### src/rtl/mem_arbiter_if.sv
// Bus bundle between the CPU fetch/load-store ports, the arbiter and the shared memory.
// "master" is the CPU/memory side that drives requests and read data; "slave" is the arbiter.
interface mem_arbiter_if #(
    parameter int ADDR_W = 32,
    parameter int DATA_W = 32
);
    logic              i_req;
    logic [ADDR_W-1:0] i_addr;
    logic              i_ack;
    logic [DATA_W-1:0] i_rdata;

    logic              d_req;
    logic              d_we;
    logic [ADDR_W-1:0] d_addr;
    logic [DATA_W-1:0] d_wdata;
    logic              d_ack;
    logic [DATA_W-1:0] d_rdata;

    logic [ADDR_W-1:0] mem_addr;
    logic [DATA_W-1:0] mem_wdata;
    logic              mem_re;
    logic              mem_we;
    logic [DATA_W-1:0] mem_rdata;

    logic              busy;

    modport master (
        output i_req, i_addr, d_req, d_we, d_addr, d_wdata, mem_rdata,
        input  i_ack, i_rdata, d_ack, d_rdata, mem_addr, mem_wdata, mem_re, mem_we, busy
    );

    modport slave (
        input  i_req, i_addr, d_req, d_we, d_addr, d_wdata, mem_rdata,
        output i_ack, i_rdata, d_ack, d_rdata, mem_addr, mem_wdata, mem_re, mem_we, busy
    );
endinterface

### src/rtl/mem_arbiter.sv
// Two-port (fetch I / load-store D) to one-port memory arbiter with Req/Ack handshakes.
// Define ARB_RR_EN for round-robin on conflicts; otherwise D has fixed priority over I.
module mem_arbiter #(
    parameter int ADDR_W      = 32,
    parameter int DATA_W      = 32,
    parameter int WAIT_CYCLES = 1
) (
    input  logic             clk_i,
    input  logic             rst_i,
    mem_arbiter_if.slave     bus
);
    localparam int CNT_W = (WAIT_CYCLES > 0) ? $clog2(WAIT_CYCLES + 1) : 1;
    localparam logic [CNT_W-1:0] CNT_LOAD = CNT_W'(WAIT_CYCLES);
    localparam logic [CNT_W-1:0] CNT_ZERO = CNT_W'(1'b0);
    localparam logic [CNT_W-1:0] CNT_ONE  = CNT_W'(1'b1);

    typedef enum logic [1:0] {
        IDLE   = 2'd0,
        ACCESS = 2'd1,
        DONE   = 2'd2
    } state_e;

    state_e            state_q;
    logic [CNT_W-1:0]  cnt_q;
    logic              owner_d_q;
    logic              we_q;
    logic [ADDR_W-1:0] mem_addr_q;
    logic [DATA_W-1:0] mem_wdata_q;
    logic [DATA_W-1:0] i_rdata_q;
    logic [DATA_W-1:0] d_rdata_q;
    logic              mem_re_q;
    logic              mem_we_q;
    logic              i_ack_q;
    logic              d_ack_q;
    logic              busy_q;

    logic              any_req_s;
    logic              grant_d_s;
    logic              grant_we_s;

    assign any_req_s  = bus.i_req | bus.d_req;
    assign grant_we_s = grant_d_s & bus.d_we;

`ifdef ARB_RR_EN
    logic last_d_q;

    // On a conflict the port that did not win last time is granted.
    always_comb begin
        grant_d_s = bus.d_req;
        if (bus.d_req && bus.i_req) begin
            grant_d_s = ~last_d_q;
        end else begin
            grant_d_s = bus.d_req;
        end
    end

    always_ff @(posedge clk_i or posedge rst_i) begin
        if (rst_i) begin
            last_d_q <= 1'b0;
        end else if (state_q == IDLE && any_req_s) begin
            last_d_q <= grant_d_s;
        end
    end
`else
    assign grant_d_s = bus.d_req;
`endif

    // Single FSM; every output is a register so nothing reaches the ports from Req combinationally.
    always_ff @(posedge clk_i or posedge rst_i) begin
        if (rst_i) begin
            state_q     <= IDLE;
            cnt_q       <= CNT_ZERO;
            owner_d_q   <= 1'b0;
            we_q        <= 1'b0;
            mem_addr_q  <= {ADDR_W{1'b0}};
            mem_wdata_q <= {DATA_W{1'b0}};
            i_rdata_q   <= {DATA_W{1'b0}};
            d_rdata_q   <= {DATA_W{1'b0}};
            mem_re_q    <= 1'b0;
            mem_we_q    <= 1'b0;
            i_ack_q     <= 1'b0;
            d_ack_q     <= 1'b0;
            busy_q      <= 1'b0;
        end else begin
            case (state_q)
                IDLE: begin
                    if (any_req_s) begin
                        state_q    <= ACCESS;
                        cnt_q      <= CNT_LOAD;
                        owner_d_q  <= grant_d_s;
                        we_q       <= grant_we_s;
                        mem_addr_q <= grant_d_s ? bus.d_addr : bus.i_addr;
                        if (grant_d_s) begin
                            mem_wdata_q <= bus.d_wdata;
                        end
                        mem_re_q   <= ~grant_we_s;
                        mem_we_q   <= grant_we_s;
                        busy_q     <= 1'b1;
                    end
                end
                ACCESS: begin
                    if (cnt_q == CNT_ZERO) begin
                        state_q  <= DONE;
                        mem_re_q <= 1'b0;
                        mem_we_q <= 1'b0;
                        i_ack_q  <= ~owner_d_q;
                        d_ack_q  <= owner_d_q;
                        // Writes leave D_RData holding the last load.
                        if (!owner_d_q) begin
                            i_rdata_q <= bus.mem_rdata;
                        end else if (!we_q) begin
                            d_rdata_q <= bus.mem_rdata;
                        end
                    end else begin
                        cnt_q <= cnt_q - CNT_ONE;
                    end
                end
                DONE: begin
                    state_q <= IDLE;
                    i_ack_q <= 1'b0;
                    d_ack_q <= 1'b0;
                    busy_q  <= 1'b0;
                end
                default: begin
                    state_q  <= IDLE;
                    mem_re_q <= 1'b0;
                    mem_we_q <= 1'b0;
                    i_ack_q  <= 1'b0;
                    d_ack_q  <= 1'b0;
                    busy_q   <= 1'b0;
                end
            endcase
        end
    end

    assign bus.mem_addr  = mem_addr_q;
    assign bus.mem_wdata = mem_wdata_q;
    assign bus.mem_re    = mem_re_q;
    assign bus.mem_we    = mem_we_q;
    assign bus.i_ack     = i_ack_q;
    assign bus.i_rdata   = i_rdata_q;
    assign bus.d_ack     = d_ack_q;
    assign bus.d_rdata   = d_rdata_q;
    assign bus.busy      = busy_q;
endmodule
### src/flat_wrapper.sv
// flat-port wrapper written by rule: the top's interface ports become plain ports
module mem_arbiter_flat 
#(
    parameter int ADDR_W      = 32,
    parameter int DATA_W      = 32,
    parameter int WAIT_CYCLES = 1
)
  (clk_i, rst_i, bus_i_req, bus_i_addr, bus_d_req, bus_d_we, bus_d_addr, bus_d_wdata, bus_mem_rdata, bus_i_ack, bus_i_rdata, bus_d_ack, bus_d_rdata, bus_mem_addr, bus_mem_wdata, bus_mem_re, bus_mem_we, bus_busy);
  mem_arbiter_if #(.ADDR_W(ADDR_W), .DATA_W(DATA_W)) bus_i ();
  input  logic clk_i;
  input  logic rst_i;
  input wire logic [$bits(bus_i.i_req)-1:0] bus_i_req;
  input wire logic [$bits(bus_i.i_addr)-1:0] bus_i_addr;
  input wire logic [$bits(bus_i.d_req)-1:0] bus_d_req;
  input wire logic [$bits(bus_i.d_we)-1:0] bus_d_we;
  input wire logic [$bits(bus_i.d_addr)-1:0] bus_d_addr;
  input wire logic [$bits(bus_i.d_wdata)-1:0] bus_d_wdata;
  input wire logic [$bits(bus_i.mem_rdata)-1:0] bus_mem_rdata;
  output wire logic [$bits(bus_i.i_ack)-1:0] bus_i_ack;
  output wire logic [$bits(bus_i.i_rdata)-1:0] bus_i_rdata;
  output wire logic [$bits(bus_i.d_ack)-1:0] bus_d_ack;
  output wire logic [$bits(bus_i.d_rdata)-1:0] bus_d_rdata;
  output wire logic [$bits(bus_i.mem_addr)-1:0] bus_mem_addr;
  output wire logic [$bits(bus_i.mem_wdata)-1:0] bus_mem_wdata;
  output wire logic [$bits(bus_i.mem_re)-1:0] bus_mem_re;
  output wire logic [$bits(bus_i.mem_we)-1:0] bus_mem_we;
  output wire logic [$bits(bus_i.busy)-1:0] bus_busy;
  assign bus_i.i_req = bus_i_req;
  assign bus_i.i_addr = bus_i_addr;
  assign bus_i.d_req = bus_d_req;
  assign bus_i.d_we = bus_d_we;
  assign bus_i.d_addr = bus_d_addr;
  assign bus_i.d_wdata = bus_d_wdata;
  assign bus_i.mem_rdata = bus_mem_rdata;
  assign bus_i_ack = bus_i.i_ack;
  assign bus_i_rdata = bus_i.i_rdata;
  assign bus_d_ack = bus_i.d_ack;
  assign bus_d_rdata = bus_i.d_rdata;
  assign bus_mem_addr = bus_i.mem_addr;
  assign bus_mem_wdata = bus_i.mem_wdata;
  assign bus_mem_re = bus_i.mem_re;
  assign bus_mem_we = bus_i.mem_we;
  assign bus_busy = bus_i.busy;
  mem_arbiter #(.ADDR_W(ADDR_W), .DATA_W(DATA_W), .WAIT_CYCLES(WAIT_CYCLES)) u_core (.clk_i(clk_i), .rst_i(rst_i), .bus(bus_i));
endmodule
### config.mk
export PLATFORM = sky130hd
export DESIGN_NAME = mem_arbiter_flat
export DESIGN_NICKNAME = d
export VERILOG_FILES = /design/src/rtl/mem_arbiter_if.sv /design/src/rtl/mem_arbiter.sv /design/src/flat_wrapper.sv
export SDC_FILE = /design/constraint.sdc
export NUM_CORES = 1
export LEC_CHECK = 0
export CAP_MARGIN = 10
export CORE_ASPECT_RATIO = 0.75
export CORE_MARGIN = 3
export CORE_UTILIZATION = 41
export DETAILED_ROUTE_END_ITERATION = 10
export GPL_TIMING_DRIVEN = 1
export PLACE_DENSITY = 0.87
export SLEW_MARGIN = 10
export SYNTH_ARGS = -nofsm -noshare
export SYNTH_HDL_FRONTEND = slang
export SYNTH_SLANG_ARGS = --single-unit
### constraint.sdc
create_clock -name clk_i -period 5.2 [get_ports clk_i]
set_clock_uncertainty 0.2 [all_clocks]
set_input_delay 0.78 -clock clk_i [delete_from_list [all_inputs] [get_ports clk_i]]
set_output_delay 0.78 -clock clk_i [all_outputs]
set_load 0.05 [all_outputs]
=== After elaboration in Yosys (flattened, before gate mapping) ===
Cells that the tools add are included.

* Add/sub/neg operators: 1
* Eq/ne operators: 4
* Mux-type cells: 17
* Bitwise operators: 9
* Reductions and logical operators: 11

{| class="wikitable"
|+ Operators by type and width
! operator !! count
|-
| $mux W32 || 1
|-
| $reduce_and A2 Y1 || 5
|-
| $reduce_and A3 Y1 || 3
|-
| $pmux W1 S2 || 4
|-
| $mux W1 || 7
|-
| $not A1 Y1 || 7
|-
| $pmux W1 S3 || 2
|-
| $mux W2 || 2
|-
| $pmux W2 S2 || 1
|-
| $reduce_and A4 Y1 || 1
|-
| $eq A2 B1 Y1 const B || 1
|-
| $eq A2 B2 Y1 const B || 1
|-
| $logic_not A2 Y1 || 1
|-
| $ne A2 B1 Y1 const B || 1
|-
| $ne A2 B2 Y1 const B || 1
|-
| $reduce_bool A2 Y1 || 1
|-
| $and A1 B1 Y1 || 1
|-
| $or A1 B1 Y1 || 1
|-
| $sub A1 B1 Y1 const B || 1
|}

* Bits in registers: 138
* Input bits: 133
* Output and inout bits: 133
* Word-level logic and storage cells: 55

=== Logic depth before layout (Yosys ltp) ===
Gate-level depths: netlist of run 1.

* Word-level depth: 4
* Depth in mapped cells: 5
* Mapped depth without buffers: 3

=== Worst setup path before layout of run 1 ===
OpenSTA, ideal clock, no wires.

* Path kind: input port to flip-flop
* From: in bus_d_req
* To: reg u_core.mem_addr_q[0], in the netlist u_core.bus.mem_addr[0]
* Library setup time: 125 ps
* Arrival: 1,917 ps
* Data required time: 4,875 ps
* Setup slack: 2,958 ps
* Stages on the path: 4
* Buffers on the path: 2
* Path through: buf_2 clkbuf_1 mux2_2 mux2_2

* Cells in the longest elaborated chain, start to end: 2
* Elaborated cells between the ends (all ways): 3
* Those cells by class: mux (1); bitwise (1); reduce/logical (1)

{| class="wikitable"
|+ Ends and longest elaborated chain
! item !! RTL line !! text
|-
| start, declared || flat_wrapper.sv:14 || <nowiki>input wire logic [$bits(bus_i.d_req)-1:0] bus_d_req;</nowiki>
|-
| $or A1 B1 Y1 || mem_arbiter.sv:41 || <nowiki>assign any_req_s = bus.i_req | bus.d_req;</nowiki>
|-
| $reduce_and A2 Y1 (no source line) || - ||
|-
| end signal, assigned || mem_arbiter.sv:75 || <nowiki>mem_addr_q <= {ADDR_W{1'b0}};</nowiki>
|-
| end signal, assigned || mem_arbiter.sv:92 || <nowiki>mem_addr_q <= grant_d_s ? bus.d_addr : bus.i_addr;</nowiki>
|-
| end, declared || mem_arbiter.sv:27 || <nowiki>logic [ADDR_W-1:0] mem_addr_q;</nowiki>
|}

Parallel ways exist; a longest one is shown, timed or not.
A chain may end at the register's enable or synchronous reset.

=== Worst setup path after layout of run 1 ===
* From: in bus_d_req
* To: reg u_core.mem_wdata_q[18], in the netlist u_core.bus.mem_wdata[18]

* Cells in the longest elaborated chain, start to end: 2

{| class="wikitable"
|+ Ends and longest elaborated chain
! item !! RTL line !! text
|-
| $or A1 B1 Y1 || mem_arbiter.sv:41 ||
|-
| $reduce_and A3 Y1 (no source line) (*) || - ||
|-
| end signal, assigned || mem_arbiter.sv:76 || <nowiki>mem_wdata_q <= {DATA_W{1'b0}};</nowiki>
|-
| end signal, assigned || mem_arbiter.sv:94 || <nowiki>mem_wdata_q <= bus.d_wdata;</nowiki>
|-
| end, declared || mem_arbiter.sv:28 || <nowiki>logic [DATA_W-1:0] mem_wdata_q;</nowiki>
|}

Mark *: on every way between the ends. The rest lies on a longest branch, timed or not.

==> flow_metrics.env, run 1 <==
export IMPL_outcome="finished, final reports clean"
export IMPL_finalSetupViolations=0
export IMPL_via_per_inst=4.97
export IMPL_ff2ff_setup_slack_ps=2780
export IMPL_rows=36
export IMPL_io_buffers=265
export IMPL_synth_area_sq_um=5680
export IMPL_async_flop_share_pct=100
export IMPL_final_layout_size_suffix_gt1_share_pct=30.5
export IMPL_cts_max_level=4
export IMPL_fillers=909
export IMPL_yosys_warnings=0
export IMPL_grt_pass1_wl_mm=24.1
export IMPL_arrival_ps=2850
export IMPL_required_ps=5290
export IMPL_hp_class="flip-flop to flip-flop"
export IMPL_grt_max_degree=106
export IMPL_avgSynthCellArea_sq_um=16.4
export IMPL_initial_core_util_pct=42.8
export IMPL_ys_seq_area_share_pct=60.8
export IMPL_finalCritPeriodShare_pct=53.1
export IMPL_synth_top_area_share_pct=60.8
export IMPL_max_clock_path_buffers=2
export IMPL_holdPathStages=1
export IMPL_crit_path_end_kind="flip-flop"
export IMPL_finalHoldViolations=0
export IMPL_fin_hold_ws_ps=285
export IMPL_final_nets=750
export IMPL_route_detailed_drc=0
export IMPL_cts_buffers=17
export IMPL_synth_edff_count=0
export IMPL_seq_area_sq_um=3450
export IMPL_dp_hpwl_mm=10.9
export IMPL_grt_ovfl_total=0
export IMPL_grt_pass1_vias=4475
export IMPL_synth_area_top_cells="dfrtp_1 (61%), mux2_2 (24%), mux2_4 (7.9%), mux2_1 (2.2%), buf_2 (0.88%)"
export IMPL_n_antenna_cell=0
export IMPL_hold_start="u_core.bus.mem_wdata[8]"
export IMPL_cts_root_buf="clkbuf_16"
export IMPL_synth_top_area_cell="dfrtp_1"
export IMPL_max_freq_mhz=362
export IMPL_synth_most_common_cell="dfrtp_1"
export IMPL_clk_latency_ps=410
export IMPL_hold_end="u_core.bus.mem_wdata[8]"
export IMPL_setup_tns_ps=0
export IMPL_place_gp_congestion=0.770
export IMPL_multi_input_area_sq_um=2120
export IMPL_post_cts_buffers=0
export IMPL_core_sq_um=13300
export IMPL_clock_sinks=138
export IMPL_routed_wl_mm=15.4
export IMPL_critPathKind="primary input to flip-flop"
export IMPL_dieArea_sq_um=15300
export IMPL_ctsHoldBuffers=0
export IMPL_drt_iter0_markers=206
export IMPL_via_count=3977
export IMPL_die_x_microns=142
export IMPL_cp_max_fo=39
export IMPL_maxCapViolCount=0
export IMPL_critPathLaunchType="primary input"
export IMPL_ys_flop_type="dfrtp_1"
export IMPL_rr_endpoint="u_core.bus.mem_wdata[18]"
export IMPL_area_delta_synth_final_pct=61.0
export IMPL_rsz0062_at_grt="false"
export IMPL_drt_pass1_iterations=4
export IMPL_synth_nets=479
export IMPL_die_height_microns=108
export IMPL_netlist_top_cells_count="dfrtp_1 (138), mux2_2 (119), mux2_4 (30)"
export IMPL_synth_cells=346
export IMPL_grt_usage_pct=20.4
export IMPL_worst_slew_pin_slew_ps=932
export IMPL_period_minus_slack_ps=2760
export IMPL_clkTransAtPathRegs_ps=60
export IMPL_ant_nets=0
export IMPL_r2r_start="u_core.state_q[0]"
export IMPL_r2r_cells=4
export IMPL_slew_headroom_pct=37.9
export IMPL_grt_antenna_before_repair=0
export IMPL_wl_per_cell_microns=19.2
export IMPL_fin_util_pct=68.9
export IMPL_ios=266
export IMPL_ctsResizeCount=0
export IMPL_synth_seq_cells=138
export IMPL_drv_slew=0
export IMPL_tritoncts="built"
export IMPL_synth_cell_types=28
cell type report:
class                   count  share of cell area, %
flip-flops and latches    138                   37.7
repair buffers            270                   29.3
multi-input cells         188                   23.1
clock buffers              19                   4.95
clock inverters            13                   2.35
well taps                 171                   2.34
inverters                   2                  0.137
layer usage:
layer / vias up / wire, microns / track usage (%)
li1: 1785 / - / -
met2: 171 / 7840 / 35.1
met3: 15 / 1430 / 9.11
met1: 2006 / 5870 / 23.0
met5: - / 0 / 0
met4: 0 / 235 / 6.16
registers in the layout (all words and copies together) (netlist names):
signal,count
u_core.bus.d_rdata,32
u_core.bus.i_rdata,32
u_core.bus.mem_addr,32
u_core.bus.mem_wdata,32
u_core.state_q,2
u_core.bus.busy,1
u_core.bus.d_ack,1
u_core.bus.i_ack,1
u_core.bus.mem_re,1
u_core.bus.mem_we,1
u_core.cnt_q,1
u_core.owner_d_q,1
u_core.we_q,1
layout by cell type (no fill, tap or decap):
cell type,n
a21oi_1,1
dfrtp_1,138
a221o_1,1
nor3b_1,1
o21a_1,2
clkinv_4,3
bufinv_16,5
clkbuf_8,2
a22o_1,1
mux2_1,11
clkbuf_16,17
o21ba_2,1
o21ai_0,2
mux2i_1,1
nand2b_1,2
mux2_2,119
nor3b_2,1
nor3_4,1
mux2_4,30
a32o_1,1
nor2_1,5
and2_1,1
nand3b_2,1
inv_1,1
nand2_1,2
inv_6,2
buf_4,5
o311a_1,1
clkdlybuf4s50_1,264
a21o_1,2
clkinvlp_4,4
nand3_1,1
buf_2,1
worst max-delay path: stages:
cell and delay [ps]:
buf_2 620, and2_1 670, buf_4 390, mux2_2 370
through the flow:
stage	std cells	cell area [sq um]	setup WS, ps
2_1_floorplan	346	5680	524
3_3_place_gp	769	8480	2150
3_5_place_dp	769	8480	2050
4_1_cts	801	9150	2460
5_1_grt	801	9150	2340
6_report	801	9150	2440
logic make-up (layout without fill, tap and decap cells):
family / count (synthesis) / after routing / share of synthesized area, %
mux: 161 / 161 / 33.9
buf+inv: 20 / 304 / 2.14
simple gates: 15 / 15 / 1.61
flops: 138 / 138 / 60.8
compound gates: 12 / 12 / 1.65
worst max path at each step:
stage / startpoint / endpoint / slack (ps)
6_report: bus_d_req / u_core.bus.mem_wdata[18] / 2440
5_1_grt: bus_d_req / u_core.bus.mem_wdata[18] / 2340
4_1_cts: bus_d_req / u_core.bus.mem_wdata[18] / 2460
3_5_place_dp: bus_d_req / u_core.bus.mem_wdata[18] / 2050
3_3_place_gp: bus_d_req / u_core.bus.mem_wdata[12] / 2150
2_1_floorplan: rst_i / u_core.bus.busy / 520
Power of run 1 is left out: the tool's default activity adds up to more than one toggle a clock period on the data nets, which glitch-free logic cannot reach.
==> run 2: changes to the inputs <==
==> constraint.sdc (replaced) <==
create_clock -name clk_i -period 2.8 [get_ports clk_i]
set_clock_uncertainty 0.2 [all_clocks]
set_input_delay 0.42 -clock clk_i [delete_from_list [all_inputs] [get_ports clk_i]]
set_output_delay 0.42 -clock clk_i [all_outputs]
set_load 0.05 [all_outputs]
==> flow_metrics.env, run 2 (synthesis results as in run 1) <==
export IMPL_peakVddDrop_mv=1.05
export IMPL_clock_sinks=138
export IMPL_drv_slew=0
export IMPL_io_buffers=265
export IMPL_routed_wl_mm=14.5
export IMPL_rr_endpoint="u_core.bus.i_rdata[31]"
export IMPL_ant_nets=0
export IMPL_layout_commonest_cell="clkdlybuf4s50_1"
export IMPL_critPathKind="flip-flop to output pin"
export IMPL_final_cell_mix="clkdlybuf4s50_1 (264), dfrtp_1 (138), mux2_2 (119)"
export IMPL_max_freq_mhz=448
export IMPL_power_density_nw_per_um2=1500
export IMPL_via_per_inst=4.87
export IMPL_grt_pass1_wl_mm=22.8
export IMPL_die_x_microns=142
export IMPL_worst_slew_pin_slew_ps=574
export IMPL_post_cts_buffers=0
export IMPL_r2r_start="u_core.state_q[1]"
export IMPL_hold_start="u_core.bus.busy"
export IMPL_route_detailed_drc=0
export IMPL_ctsResizeCount=0
export IMPL_finalSetupViolations=0
export IMPL_cp_top_family="buffers and inverters"
export IMPL_tritoncts="built"
export IMPL_cts_buffers=17
export IMPL_hold_end="u_core.bus.busy"
export IMPL_grt_max_degree=72
export IMPL_dp_hpwl_mm=10.8
export IMPL_cts_max_level=4
export IMPL_setup_tns_ps=0
export IMPL_hp_class="flip-flop to flip-flop"
export IMPL_total_leakage_power_nw=3.86
export IMPL_ios=266
export IMPL_clkTransAtPathRegs_ps=60
export IMPL_wl_per_cell_microns=18.0
export IMPL_max_clock_path_buffers=2
export IMPL_finalHoldViolations=0
export IMPL_grt_ovfl_total=0
export IMPL_final_layout_size_suffix_gt1_share_pct=30.5
export IMPL_maxCapViolCount=0
export IMPL_holdPathStages=1
export IMPL_drt_pass1_iterations=4
export IMPL_required_ps=2180
export IMPL_via_count=3913
export IMPL_period_minus_slack_ps=2230
export IMPL_initial_core_util_pct=42.8
export IMPL_final_area_sq_um=9160
export IMPL_crit_path_max_incr_delay_ps=840
export IMPL_core_sq_um=13300
export IMPL_grt_pass1_vias=4399
export IMPL_ctsHoldBuffers=0
export IMPL_outcome="finished, final reports clean"
export IMPL_critPathLaunchType="flip-flop"
export IMPL_final_nets=752
export IMPL_area_delta_synth_final_pct=61.2
export IMPL_cts_root_buf="clkbuf_16"
export IMPL_place_area_sq_um=8540
export IMPL_clk_latency_ps=400
export IMPL_grt_usage_pct=19.0
export IMPL_rows=36
export IMPL_n_antenna_cell=0
export IMPL_dieArea_sq_um=15300
export IMPL_die_height_microns=108
export IMPL_crit_slowest_cell="clkdlybuf4s50_1"
export IMPL_place_gp_congestion=0.782
export IMPL_crit_path_end_kind="output pin"
export IMPL_drt_iter0_markers=88
export IMPL_rsz0062_at_grt="false"
export IMPL_grt_antenna_before_repair=0
export IMPL_ff2ff_setup_slack_ps=840
export IMPL_r2r_cells=4
export IMPL_slew_headroom_pct=61.6
export IMPL_path_cells="clkdlybuf4s50_1"
export IMPL_arrival_ps=1610
export IMPL_cp_max_fo=3
export IMPL_finalCritPeriodShare_pct=79.8
export IMPL_path_buf_inv=1
-- run 2: cell types whose count changed in the layout (fill, tap and decap cells not counted) --
cell	before	now
buf_12	0	4
buf_4	5	3
bufinv_16	5	3
clkbuf_1	0	1
clkinv_4	3	1
clkinvlp_4	4	6
inv_6	2	3
-- run 2: worst max path at each step --
| stage | from | end | slack [ps] | cells after the start |
|---|---|---|---|---|
| after floorplan | rst_i | u_core.bus.busy | 460 | 1 |
| after global placement | bus_i_req | u_core.bus.mem_addr[14] | 670 | 4 |
| after detailed placement | bus_i_req | u_core.bus.mem_addr[2] | 590 | 4 |
| after CTS | u_core.bus.mem_re | bus_mem_re | 530 | 1 |
| after global routing | u_core.bus.mem_wdata[11] | bus_mem_wdata[11] | 520 | 1 |
| final | u_core.bus.mem_re | bus_mem_re | 570 | 1 |
-- run 2: power breakdown --
part,internal [mW],total [mW],switching (mW)
Sequential,3.03,3.61,0.581
Clock,1.46,2.33,0.866
Combinational,3.07,7.85,4.78
-- run 2: area by class of cell --
class | instances | area, sq um
tap | 171 | 214
timing repair buffer | 272 | 2750
sequential | 138 | 3450
clock buffer | 20 | 457
multi-input combinational | 188 | 2120
inverter | 2 | 11.3
fill | 911 | 4120
clock inverter | 12 | 163
-- run 2: through the flow --
step	hold WS, ps	setup WS [ps]	util (%)	power [mW]	cells
after CTS	289	531	69.0	13.9	803
final	282	566	69.0	13.8	803
after global routing	305	515	69.0	14.3	803
after global placement	265	668	64.3	11.3	771
after floorplan	258	459	-	8.83	346
after detailed placement	276	591	64.3	11.5	771
-- run 2: metal layers --
layer  wire length, microns  vias to the layer above  share of wire, %  track usage (%)
li1                       -                     1782                 -                -
met1                   5410                     1956                37             20.9
met2                   7410                      161                51             33.7
met3                   1450                       14                10             8.36
met4                    180                        0               1.2             5.48
met5                      0                        -                 0                0
No activity file was read; power rests on OpenSTA's default activity.
